**src/rtl/fifo_wr_arbiter_if.sv**
```systemverilog
// Bus between the producers, the write arbiter and fifo_core's write side.
// The master modport is the producer/FIFO side. The slave modport is the arbiter.
interface fifo_wr_arbiter_if #(
   parameter int WIDTH         = 8,
   parameter int NUM_REQ       = 4,
   parameter int POINTER_WIDTH = 4
);
   localparam int GID_W = (NUM_REQ > 1) ? $clog2(NUM_REQ) : 1;

   logic [NUM_REQ-1:0]       req_valid;
   logic [NUM_REQ*WIDTH-1:0] req_data;
   logic [NUM_REQ-1:0]       req_ready;
   logic                     fifo_full;
   logic [POINTER_WIDTH:0]   fifo_count;
   logic                     fifo_wr_en;
   logic [WIDTH-1:0]         fifo_input_data;
   logic [GID_W-1:0]         grant_id;
   logic                     busy;

   modport master (
      output req_valid,
      output req_data,
      input  req_ready,
      output fifo_full,
      output fifo_count,
      input  fifo_wr_en,
      input  fifo_input_data,
      input  grant_id,
      input  busy
   );

   modport slave (
      input  req_valid,
      input  req_data,
      output req_ready,
      input  fifo_full,
      input  fifo_count,
      output fifo_wr_en,
      output fifo_input_data,
      output grant_id,
      output busy
   );
endinterface

```
**src/rtl/fifo_wr_arbiter.sv**
```systemverilog
// Round-robin arbiter sharing fifo_core's single write port between NUM_REQ
// producers. Each grant lasts up to MAX_BURST beats. One IDLE bubble separates
// consecutive grants.
// Optional macro FIFO_ARB_WATERMARK_EN: new grants are also held off while
// fifo_count >= WATERMARK, leaving headroom for a burst already in progress.
module fifo_wr_arbiter #(
   parameter int WIDTH         = 8,
   parameter int NUM_REQ       = 4,
   parameter int POINTER_WIDTH = 4,
   parameter int MAX_BURST     = 4,
   parameter int WATERMARK     = 12
) (
   input  logic                 clk,
   input  logic                 reset,
   fifo_wr_arbiter_if.slave     bus
);
   localparam int GID_W   = (NUM_REQ > 1) ? $clog2(NUM_REQ) : 1;
   localparam int BURST_W = 4;
   localparam int CNT_W   = POINTER_WIDTH + 1;

   localparam logic [0:0] IDLE  = 1'b0;
   localparam logic [0:0] GRANT = 1'b1;

   logic [0:0]         state;
   logic [GID_W-1:0]   grant_id;
   logic [GID_W-1:0]   prio;
   logic [BURST_W-1:0] burst_cnt;

   logic               grant_blocked;
   logic               any_found;
   logic [GID_W-1:0]   pick;
   int unsigned        idx;
   logic               gnt_valid;
   logic               beat;
   logic               last_beat;
   logic               release_grant;

`ifdef FIFO_ARB_WATERMARK_EN
   // A new grant waits for space, either because the FIFO is full or because it has reached the watermark.
   always_comb begin
      grant_blocked = bus.fifo_full || (bus.fifo_count >= CNT_W'(WATERMARK));
   end
`else
   logic [CNT_W-1:0] count_unused;
   assign count_unused = bus.fifo_count;

   // A new grant is held off only by a full FIFO.
   always_comb begin
      grant_blocked = bus.fifo_full;
   end
`endif

   // Find the first valid producer. The search starts at prio and wraps around.
   always_comb begin
      any_found = 1'b0;
      pick      = '0;
      idx       = 0;
      for (int unsigned k = 0; k < NUM_REQ; k++) begin
         idx = int'(prio) + k;
         if (idx >= NUM_REQ) idx = idx - NUM_REQ;
         if (!any_found && bus.req_valid[idx]) begin
            any_found = 1'b1;
            pick      = GID_W'(idx);
         end
      end
   end

   // Decide the beat and the release for the granted producer.
   always_comb begin
      gnt_valid     = bus.req_valid[grant_id];
      beat          = (state == GRANT) && gnt_valid && !bus.fifo_full;
      last_beat     = beat && (burst_cnt == BURST_W'(MAX_BURST - 1));
      release_grant = (state == GRANT) && (last_beat || (!gnt_valid && !beat));
   end

   // Drive the handshake and the FIFO write port from the current grant.
   always_comb begin
      bus.req_ready       = '0;
      bus.fifo_wr_en      = beat;
      bus.fifo_input_data = '0;
      if ((state == GRANT) && !bus.fifo_full) bus.req_ready[grant_id] = 1'b1;
      if (beat) bus.fifo_input_data = bus.req_data[int'(grant_id)*WIDTH +: WIDTH];
      bus.grant_id = grant_id;
      bus.busy     = (state == GRANT);
   end

   // Control FSM: grant in IDLE, count beats and release in GRANT, advance the priority pointer.
   always_ff @(posedge clk) begin
      if (!reset) begin
         state     <= IDLE;
         grant_id  <= '0;
         prio      <= '0;
         burst_cnt <= '0;
      end else begin
         case (state)
            IDLE: begin
               if (any_found && !grant_blocked) begin
                  grant_id  <= pick;
                  burst_cnt <= '0;
                  state     <= GRANT;
               end
            end
            GRANT: begin
               if (beat) burst_cnt <= burst_cnt + BURST_W'(1);
               if (release_grant) begin
                  state <= IDLE;
                  if (int'(grant_id) == NUM_REQ - 1) prio <= '0;
                  else prio <= grant_id + GID_W'(1);
               end
            end
            default: state <= IDLE;
         endcase
      end
   end
endmodule
```
**src/flat_wrapper.sv**
```systemverilog
// flat-port wrapper written by rule: the top's interface ports become plain ports
module fifo_wr_arbiter_flat 
#(
   parameter int WIDTH         = 8,
   parameter int NUM_REQ       = 4,
   parameter int POINTER_WIDTH = 4,
   parameter int MAX_BURST     = 4,
   parameter int WATERMARK     = 12
)
  (clk, reset, bus_req_valid, bus_req_data, bus_req_ready, bus_fifo_full, bus_fifo_count, bus_fifo_wr_en, bus_fifo_input_data, bus_grant_id, bus_busy);
  fifo_wr_arbiter_if #(.WIDTH(WIDTH), .NUM_REQ(NUM_REQ), .POINTER_WIDTH(POINTER_WIDTH)) bus_i ();
  input  logic clk;
  input  logic reset;
  input wire logic [$bits(bus_i.req_valid)-1:0] bus_req_valid;
  input wire logic [$bits(bus_i.req_data)-1:0] bus_req_data;
  output wire logic [$bits(bus_i.req_ready)-1:0] bus_req_ready;
  input wire logic [$bits(bus_i.fifo_full)-1:0] bus_fifo_full;
  input wire logic [$bits(bus_i.fifo_count)-1:0] bus_fifo_count;
  output wire logic [$bits(bus_i.fifo_wr_en)-1:0] bus_fifo_wr_en;
  output wire logic [$bits(bus_i.fifo_input_data)-1:0] bus_fifo_input_data;
  output wire logic [$bits(bus_i.grant_id)-1:0] bus_grant_id;
  output wire logic [$bits(bus_i.busy)-1:0] bus_busy;
  assign bus_i.req_valid = bus_req_valid;
  assign bus_i.req_data = bus_req_data;
  assign bus_req_ready = bus_i.req_ready;
  assign bus_i.fifo_full = bus_fifo_full;
  assign bus_i.fifo_count = bus_fifo_count;
  assign bus_fifo_wr_en = bus_i.fifo_wr_en;
  assign bus_fifo_input_data = bus_i.fifo_input_data;
  assign bus_grant_id = bus_i.grant_id;
  assign bus_busy = bus_i.busy;
  fifo_wr_arbiter #(.WIDTH(WIDTH), .NUM_REQ(NUM_REQ), .POINTER_WIDTH(POINTER_WIDTH), .MAX_BURST(MAX_BURST), .WATERMARK(WATERMARK)) u_core (.clk(clk), .reset(reset), .bus(bus_i));
endmodule
```
**config.mk**
```make
export PLATFORM = sky130hd
export DESIGN_NAME = fifo_wr_arbiter_flat
export DESIGN_NICKNAME = d
export VERILOG_FILES = /design/src/rtl/fifo_wr_arbiter_if.sv /design/src/rtl/fifo_wr_arbiter.sv /design/src/flat_wrapper.sv
export SDC_FILE = /design/constraint.sdc
export NUM_CORES = 1
export LEC_CHECK = 0
export CAP_MARGIN = 5
export CORE_MARGIN = 2
export CORE_UTILIZATION = 38
export CTS_BUF_LIST = sky130_fd_sc_hd__clkbuf_8 sky130_fd_sc_hd__clkbuf_16
export DETAILED_ROUTE_END_ITERATION = 10
export GPL_ROUTABILITY_DRIVEN = 0
export PLACE_DENSITY = 0.91
export SLEW_MARGIN = 10
export SYNTH_ARGS = -nofsm -noshare
export SYNTH_HDL_FRONTEND = slang
export SYNTH_SLANG_ARGS = --single-unit
```
**constraint.sdc**
```tcl
create_clock -name clk -period 2.98 [get_ports clk]
set_input_delay 0.596 -clock clk [delete_from_list [all_inputs] [get_ports clk]]
set_output_delay 0.596 -clock clk [all_outputs]
set_load 0.02 [all_outputs]
```
Word-level counts from Yosys, hierarchy flattened
Cells that the tools add are included.

Register bits after elaboration: 9. Input port bits: 44. Output and inout bits: 16.

Add/subtract/negate cells: 9. Order comparisons: 10. Eq/ne operators: 4. Shift-type cells: 1. Multiplexer cells: 33. Bitwise logic cells: 1. Reductions and logical operators: 21.

Operator list (count): less-than comparator 32 x 3 -> 1 bit, second input constant (4); two-way mux 32 bit (4); greater-or-equal comparator 32 x 3 -> 1 bit, second input constant (3); subtractor 32 x 3 -> 32 bit, second input constant (3); variable part select 32 x 6 -> 8 bit (1); two-way mux 1 bit (12); two-way mux 4 bit (3); logical AND 1 bit (11); binary-select mux 1 bit (select 2 bit) (5); two-way mux 2 bit (5); two-way mux 8 bit (1); one-hot mux 4 bit (2 select lines) (1); adder 2 x 2 -> 3 bit, second input constant (2); zero test 1 bit (6); AND reduction 2 bit (3); adder 4 x 1 -> 4 bit, second input constant (1); == test 4 x 2 -> 1 bit, second input constant (1); subtractor 2 x 3 -> 4 bit, second input constant (1); adder 2 x 1 -> 3 bit, second input constant (1); greater-or-equal comparator 2 x 3 -> 1 bit, second input constant (1); less-than comparator 2 x 3 -> 1 bit, second input constant (1); adder 2 x 1 -> 2 bit, second input constant (1); demux 1 bit (select 2 bit) (1); == test 2 x 1 -> 1 bit, second input constant (1); 6 further kinds (6).

Depth between registers and ports, before layout
Gate-level depths: netlist (run 1).

Depth in word-level cells: 17. Depth in mapped cells: 6.

Worst setup path after synthesis (run 1)
OpenSTA, ideal clock, no wires.

Path kind: flip-flop to output port. Start: register u_core.grant_id[0] (netlist: u_core.bus.grant_id[0]). End: output bus_fifo_input_data[0]. Data arrival time: 1.624 ns. Data required time: 2.384 ns. Slack: 0.760 ns. Stages on the path, launching flop included: 4. Path buffers: 1. Path through: dfxtp_1 > buf_2 > mux4_2 > and3_1.

Word-level cells in the longest chain between the ends: 5. Elaborated cells on any way between the ends: 6.

RTL lines: start: declaration (RTL line fifo_wr_arbiter.sv:25) `logic [GID_W-1:0] grant_id;`; start signal: assignment (RTL line fifo_wr_arbiter.sv:98) `grant_id <= pick;`; branches (longest 4 deep; another with variable part select 32 x 6 -> 8 bit); two-way mux 8 bit * (RTL line fifo_wr_arbiter.sv:82) `if (beat) bus.fifo_input_data = bus.req_data[int'(grant_id)*WIDTH +: WIDTH];`; end: declaration (RTL line flat_wrapper.sv:20) `output wire logic [$bits(bus_i.fifo_input_data)-1:0] bus_fifo_input_data;`.

Mark *: on every way between the ends. The select of a mux whose other input is x is not followed.

Worst setup path after layout (run 1)
Start: input bus_req_valid[3]. End: output bus_fifo_input_data[7].

Word-level cells in the longest chain between the ends: 5.

RTL lines: start: declaration (RTL line flat_wrapper.sv:14) `input wire logic [$bits(bus_i.req_valid)-1:0] bus_req_valid;`; binary-select mux 1 bit (select 2 bit) (RTL line fifo_wr_arbiter.sv:70) `gnt_valid = bus.req_valid[grant_id];`; two-way mux 1 bit (not written as such) (RTL line fifo_wr_arbiter.sv:70); logical AND 1 bit (2 in a row) (RTL line fifo_wr_arbiter.sv:71) `beat = (state == GRANT) && gnt_valid && !bus.fifo_full;`; two-way mux 8 bit (RTL line fifo_wr_arbiter.sv:82).

No other way between the ends. The select of a mux whose other input is x is not followed.

==> results of run 1 <==
layer usage:
metal / up-vias / GRT usage [%]
met2: 49 / 37.8
met1: 509 / 23.8
met3: 12 / 6.03
li1: 480 / -
met5: - / 0
met4: 0 / 11.0
area by class of cell:
type,instances,share of cell area (%)
flip-flops and latches,9,11.6
clock buffers,3,2.67
multi-input cells,73,42.4
repair buffers,63,39.3
well taps,28,2.26
clock inverters,1,0.242
inverters,6,1.45
repair_timing:
action                                  CTS  global route
resized for setup                         5             3
setup buffers                             0             2
endpoints found under the setup margin    5             4
gates cloned                              0             1
stage by stage:
step	util (%)	total power [mW]	hold slack (ns)	worst slack, ns
finish	70.7	0.436	0.499	0.0444
global route	70.7	0.453	0.519	0.00478
CTS	68.5	0.427	0.496	0.000510
detailed placement	66.7	0.287	0.491	-0.0134
global placement	66.7	0.281	0.464	0.0204
floorplan	-	0.206	0.447	0.760
registers in the layout, indices dropped and copies added, names as in the netlist:
| register | cells |
|---|---|
| u_core.bus.grant_id | 2 |
| u_core.bus.busy | 1 |
| u_core.prio | 2 |
| u_core.burst_cnt | 4 |
power by group through the flow:
stage | combinational (mW) | sequential (mW) | clock [mW]
2_1_floorplan | 0.0709 | 0.135 | 0
3_3_place_gp | 0.148 | 0.133 | 0
3_5_place_dp | 0.153 | 0.134 | 0
4_1_cts | 0.152 | 0.132 | 0.143
5_1_grt | 0.172 | 0.134 | 0.148
6_report | 0.161 | 0.133 | 0.142
worst max-delay path by stage:
stage	from	depth (start not counted)	endpoint
5_1_grt	bus_req_valid[2]	4	bus_fifo_input_data[7]
3_5_place_dp	bus_req_valid[3]	4	bus_fifo_input_data[0]
2_1_floorplan	u_core.bus.grant_id[0]	3	bus_fifo_input_data[0]
4_1_cts	bus_req_valid[3]	4	bus_fifo_input_data[2]
3_3_place_gp	bus_req_valid[3]	4	bus_fifo_input_data[3]
6_report	bus_req_valid[3]	4	bus_fifo_input_data[7]
worst max-delay path, stage by stage:
cell	delay [ns]
clkdlybuf4s50_1	0.46
mux4_2	0.57
and3_1	0.19
clkdlybuf4s50_1	0.53
logic make-up (layout without fill, tap and decap cells):
logic type,Yosys count,in the layout
simple gates,39,39
compound gates,15,15
mux,13,14
buf+inv,13,73
flops,9,9
fa+ha+maj,5,5
cells in the final DEF, fill, tap and decap left out, drive strengths merged, types with 3 or more instances in the layout:
cell,n
mux2i,4
nor2,4
ha,5
buf,9
dlygate4sd2,5
a21oi,3
nand2,11
dlymetal6s2s,3
mux4,10
and3,8
nand3,3
and2,4
clkbuf,3
dfxtp,9
clkdlybuf4s50,46
inv,7
==> impl_metrics.yaml, run 1 <==
synthesis:
  yosys.area.top_type: "mux4_2"
  synthFlopType: "dfxtp_1"
  synthMuxAreaShare_pct: 28.0
  synthXorXnorAreaFrac_pct: 0
  yosysSeqAreaShare_pct: 20.7
  synthSimpleGateAreaFrac_pct: 24.5
  synth.avg_cell_area_um2: 9.24
  yosys_warnings: 0
  synth_common_cells: "nand2_1 (11), dfxtp_1 (9), mux4_2 (9)"
  yosysUniqueCellTypes: 32
  yosys_register_bits: 9
  synth_fp_nets: 143
  async_flop_share_pct: 0
  synth_top_family_by_area: "multiplexers"
  synth_top_cells_by_area: "mux4_2 (23%), dfxtp_1 (21%), ha_1 (7.2%)"
  synth_edf_count: 0
  synth_compound_area_share_pct: 13.0
  synth_top_area_share_pct: 23.3
  yosys.area_share.adder_pct: 7.20
  synth_area_um2: 868
  synthCells: 94
  yosysMostFrequentCell: "nand2_1"
finish:
  n_antenna_cell: 0
  synthToLayoutAreaGrowth_pct: 78.4
  design_area_um2: 1550
  layout.cells.non_filler: 183
  layout-drive-gt1-share_pct: 14.8
  multi_input_area_um2: 657
  final_nets: 205
  fill_cells: 148
  seq_area_um2: 180
global_routing:
  grt_overflow_total: 0
  grt_pass1_vias: 954
  gr-usage-all-layers_pct: 21.6
  grt_max_degree: 18
  antenna_found_initial: 0
  grt_first_pass_wirelength_um: 4240
detailed_routing:
  m1WireLength_um: 1180
  totalWireLength_um: 3090
  ant_nets: 0
  vias: 1050
  routedWlPerCell_um: 16.9
  drtIter0Drc: 35
  wl_met2_um: 1610
  dr.pass1.iters: 4
  met3_length_um: 192
  top_layer: "met4"
  viasPerCell: 5.74
  drc_errors: 0
critical_path:
  path_max_fanout: 5
  reg2reg_from: "u_core.bus.grant_id[0]"
  crit_arrival_ns: 2.34
  end_kind: "primary output"
  crit_path_start_kind: "input port"
  r2r_slack_ns: 1.40
  cp_data_required_time_ns: 2.38
  worstSetupPathType: "in2out"
  regToRegEndpoint: "u_core.burst_cnt[3]"
  rr_worst_depth: 4
sta:
  rsz0062_at_grt: "false"
  setup_violations: 0
  tns_ns: 0
  slew_headroom_pct: 61.0
  fmax_mhz: 341
  fin_crit_ns: 2.94
  skew_ns: 0.00596
  hold_viol_final: 0
  drv_slew: 0
  worst_pin_slew_ns: 0.584
  fin_crit_sh_pct: 98.5
power_and_ir_drop:
  p_sw_share_pct: 27.6
  power_frac_seq_pct: 30.5
  power_density_nw_per_um2: 281
  p_leak_nw: 0.685
  switchingPower_mw: 0.120
  internal_power_mw: 0.315
  p_clk_share_pct: 32.5
  ir_drop_v: 0.000305
  pwr-share-comb_pct: 37.0
placement:
  dpl.cell_count: 176
  dp_hpwl_um: 2160
  place_area_um2: 1460
  io_buffer_count: 54
hold_path:
  hold_path_depth: 2
  hp-class: "reg2reg"
  min_from: "u_core.prio[0]"
  min_to: "u_core.prio[0]"
cts:
  cts_root_buf: "clkbuf_8"
  clock-sinks: 9
  cts_tree: "built"
  clock_path_buffers: 2
  clk_latency_ns: 0.24
  cts.clk_slew.worst_paths_ns: 0.04
  cts_hold_buf: 0
  cts_max_level: 1
  cts_buffers: 3
floorplanning:
  start_util_pct: 39.6
  io_pins: 60
  core_area_um2: 2190
  die_y_um: 51.8
  fp.dieW_um: 51.8
  die_area_um2: 2680
  row_count: 17
job:
  drv_cap: 0
run_status:
  status: "completed"
Note: power is estimated with default switching activity, not from simulation.
==> inputs of run 2 (changes only) <==
ABC_CLOCK_PERIOD_IN_PS = 2980   (was default)
==> results of run 2 <==
Final layout, timing and power as in run 1 (identical DEF).
==> inputs of run 3 (changes only) <==
CTS_BUF_LIST = sky130_fd_sc_hd__clkbuf_16   (was sky130_fd_sc_hd__clkbuf_8 sky130_fd_sc_hd__clkbuf_16)
==> impl_metrics.yaml, run 3 (synthesis results as in run 1) <==
run_status:
  status: "completed"
placement:
  dpl.cell_count: 176
  io_buffer_count: 54
  dp_hpwl_um: 2160
  place_area_um2: 1460
  place_ws_ns: -0.0134
finish:
  layout.cells.non_filler: 182
  final_nets: 204
  most-common-layout-cells: "clkdlybuf4s50_1 (48), nand2_1 (11), mux4_2 (9), dfxtp_1 (9)"
  design_area_um2: 1570
  regMostFlops: "u_core.burst_cnt"
  final_core_util_pct: 71.7
  largestRegisters: "u_core.burst_cnt: 4 flops, u_core.bus.grant_id: 2 flops, u_core.prio: 2 flops"
  largest_reg_flops: 4
  layout-drive-gt1-share_pct: 14.3
  synthToLayoutAreaGrowth_pct: 80.8
  n_antenna_cell: 0
  mostFrequentLayoutCell: "clkdlybuf4s50_1"
cts:
  cts_max_level: 1
  clock-sinks: 9
  clock_path_buffers: 2
  clk_latency_ns: 0.24
  cts_tree: "built"
  cts_root_buf: "clkbuf_16"
  cts.clk_slew.worst_paths_ns: 0.04
  cts_buffers: 3
  cts_hold_buf: 0
floorplanning:
  start_util_pct: 39.6
  die_y_um: 51.8
  io_pins: 60
  core_area_um2: 2190
  fp.dieW_um: 51.8
  row_count: 17
  die_area_um2: 2680
power_and_ir_drop:
  internal_power_mw: 0.400
  switchingPower_mw: 0.130
  power_density_nw_per_um2: 337
  total_power_mw: 0.530
  power_frac_seq_pct: 25.1
  p_clk_share_pct: 45.0
  p_sw_share_pct: 24.6
  ir_drop_v: 0.000368
  p_leak_nw: 0.659
  pwr-share-comb_pct: 29.9
critical_path:
  end_kind: "primary output"
  cp_data_required_time_ns: 2.38
  crit_path_start_kind: "input port"
  worstSetupPathType: "in2out"
  rr_worst_depth: 4
  path_max_fanout: 6
  r2r_slack_ns: 1.38
  regToRegEndpoint: "u_core.burst_cnt[3]"
  critPathLaunch: "bus_req_valid[3]"
  reg2reg_from: "u_core.bus.grant_id[0]"
  crit_arrival_ns: 2.35
sta:
  fmax_mhz: 339
  worst_pin_slew_ns: 0.542
  hold_viol_final: 0
  drv_slew: 0
  setup_ws_ns: 0.0296
  fin_crit_ns: 2.95
  setup_violations: 0
  tns_ns: 0
  slew_headroom_pct: 63.8
  whs_ns: 0.495
  skew_ns: 0.00588
  fin_crit_sh_pct: 99.0
global_routing:
  grt_pass1_vias: 959
  antenna_found_initial: 0
  grt_max_degree: 18
  gr-usage-all-layers_pct: 22.1
  grt_overflow_total: 0
  grt_first_pass_wirelength_um: 4310
detailed_routing:
  routedWlPerCell_um: 16.6
  dr.pass1.iters: 5
  totalWireLength_um: 3020
  vias: 1032
  drc_errors: 0
  ant_nets: 0
  viasPerCell: 5.67
  drtIter0Drc: 49
hold_path:
  hold_path_depth: 2
  min_to: "u_core.prio[0]"
  min_from: "u_core.prio[0]"
  hp-class: "reg2reg"
job:
  drv_cap: 0
-- run 3: final cells by class --
cell class	instances	area, um2
multi-input combinational	73	657
fill	145	621
timing repair buffer	62	597
sequential	9	180
clock buffer	3	75.1
tap	28	35.0
inverter	6	22.5
clock inverter	1	3.75
-- run 3: what timing repair did --
action | in CTS | in global routing
endpoints found under the setup margin | 5 | 4
gates cloned | 0 | 1
setup buffers | 0 | 1
pin swaps | 0 | 0
resized for setup | 5 | 1
-- run 3: worst max-delay path by stage --
stage | end | slack [ns] | cells after the start
floorplan | bus_fifo_input_data[0] | 0.76 | 3
global placement | bus_fifo_input_data[3] | 0.02 | 4
detailed placement | bus_fifo_input_data[0] | -0.01 | 4
CTS | bus_fifo_input_data[2] | 0.0005 | 4
global route | bus_fifo_input_data[6] | -0.001 | 4
finish | bus_fifo_input_data[6] | 0.03 | 4
-- run 3: critical path, cell delays in order --
cell	delay, ns
clkdlybuf4s50_1	0.46
mux4_2	0.57
and3_1	0.19
clkdlybuf4s50_1	0.53
-- run 3: power groups by stage --
stage,clock network (mW),registers [mW],logic (mW)
final,0.238,0.133,0.158
after global routing,0.251,0.134,0.169
after CTS,0.239,0.132,0.152
after detailed placement,0,0.134,0.153
after global placement,0,0.133,0.148
after floorplan,0,0.135,0.0709
-- run 3: routing by layer --
| layer | up-vias | part of all wire, % | track usage, % |
|---|---|---|---|
| met5 | - | 0 | 0 |
| met4 | 0 | 3.4 | 11.0 |
| met3 | 15 | 7.1 | 6.90 |
| met2 | 55 | 53 | 38.7 |
| met1 | 487 | 37 | 24.0 |
| li1 | 475 | - | - |
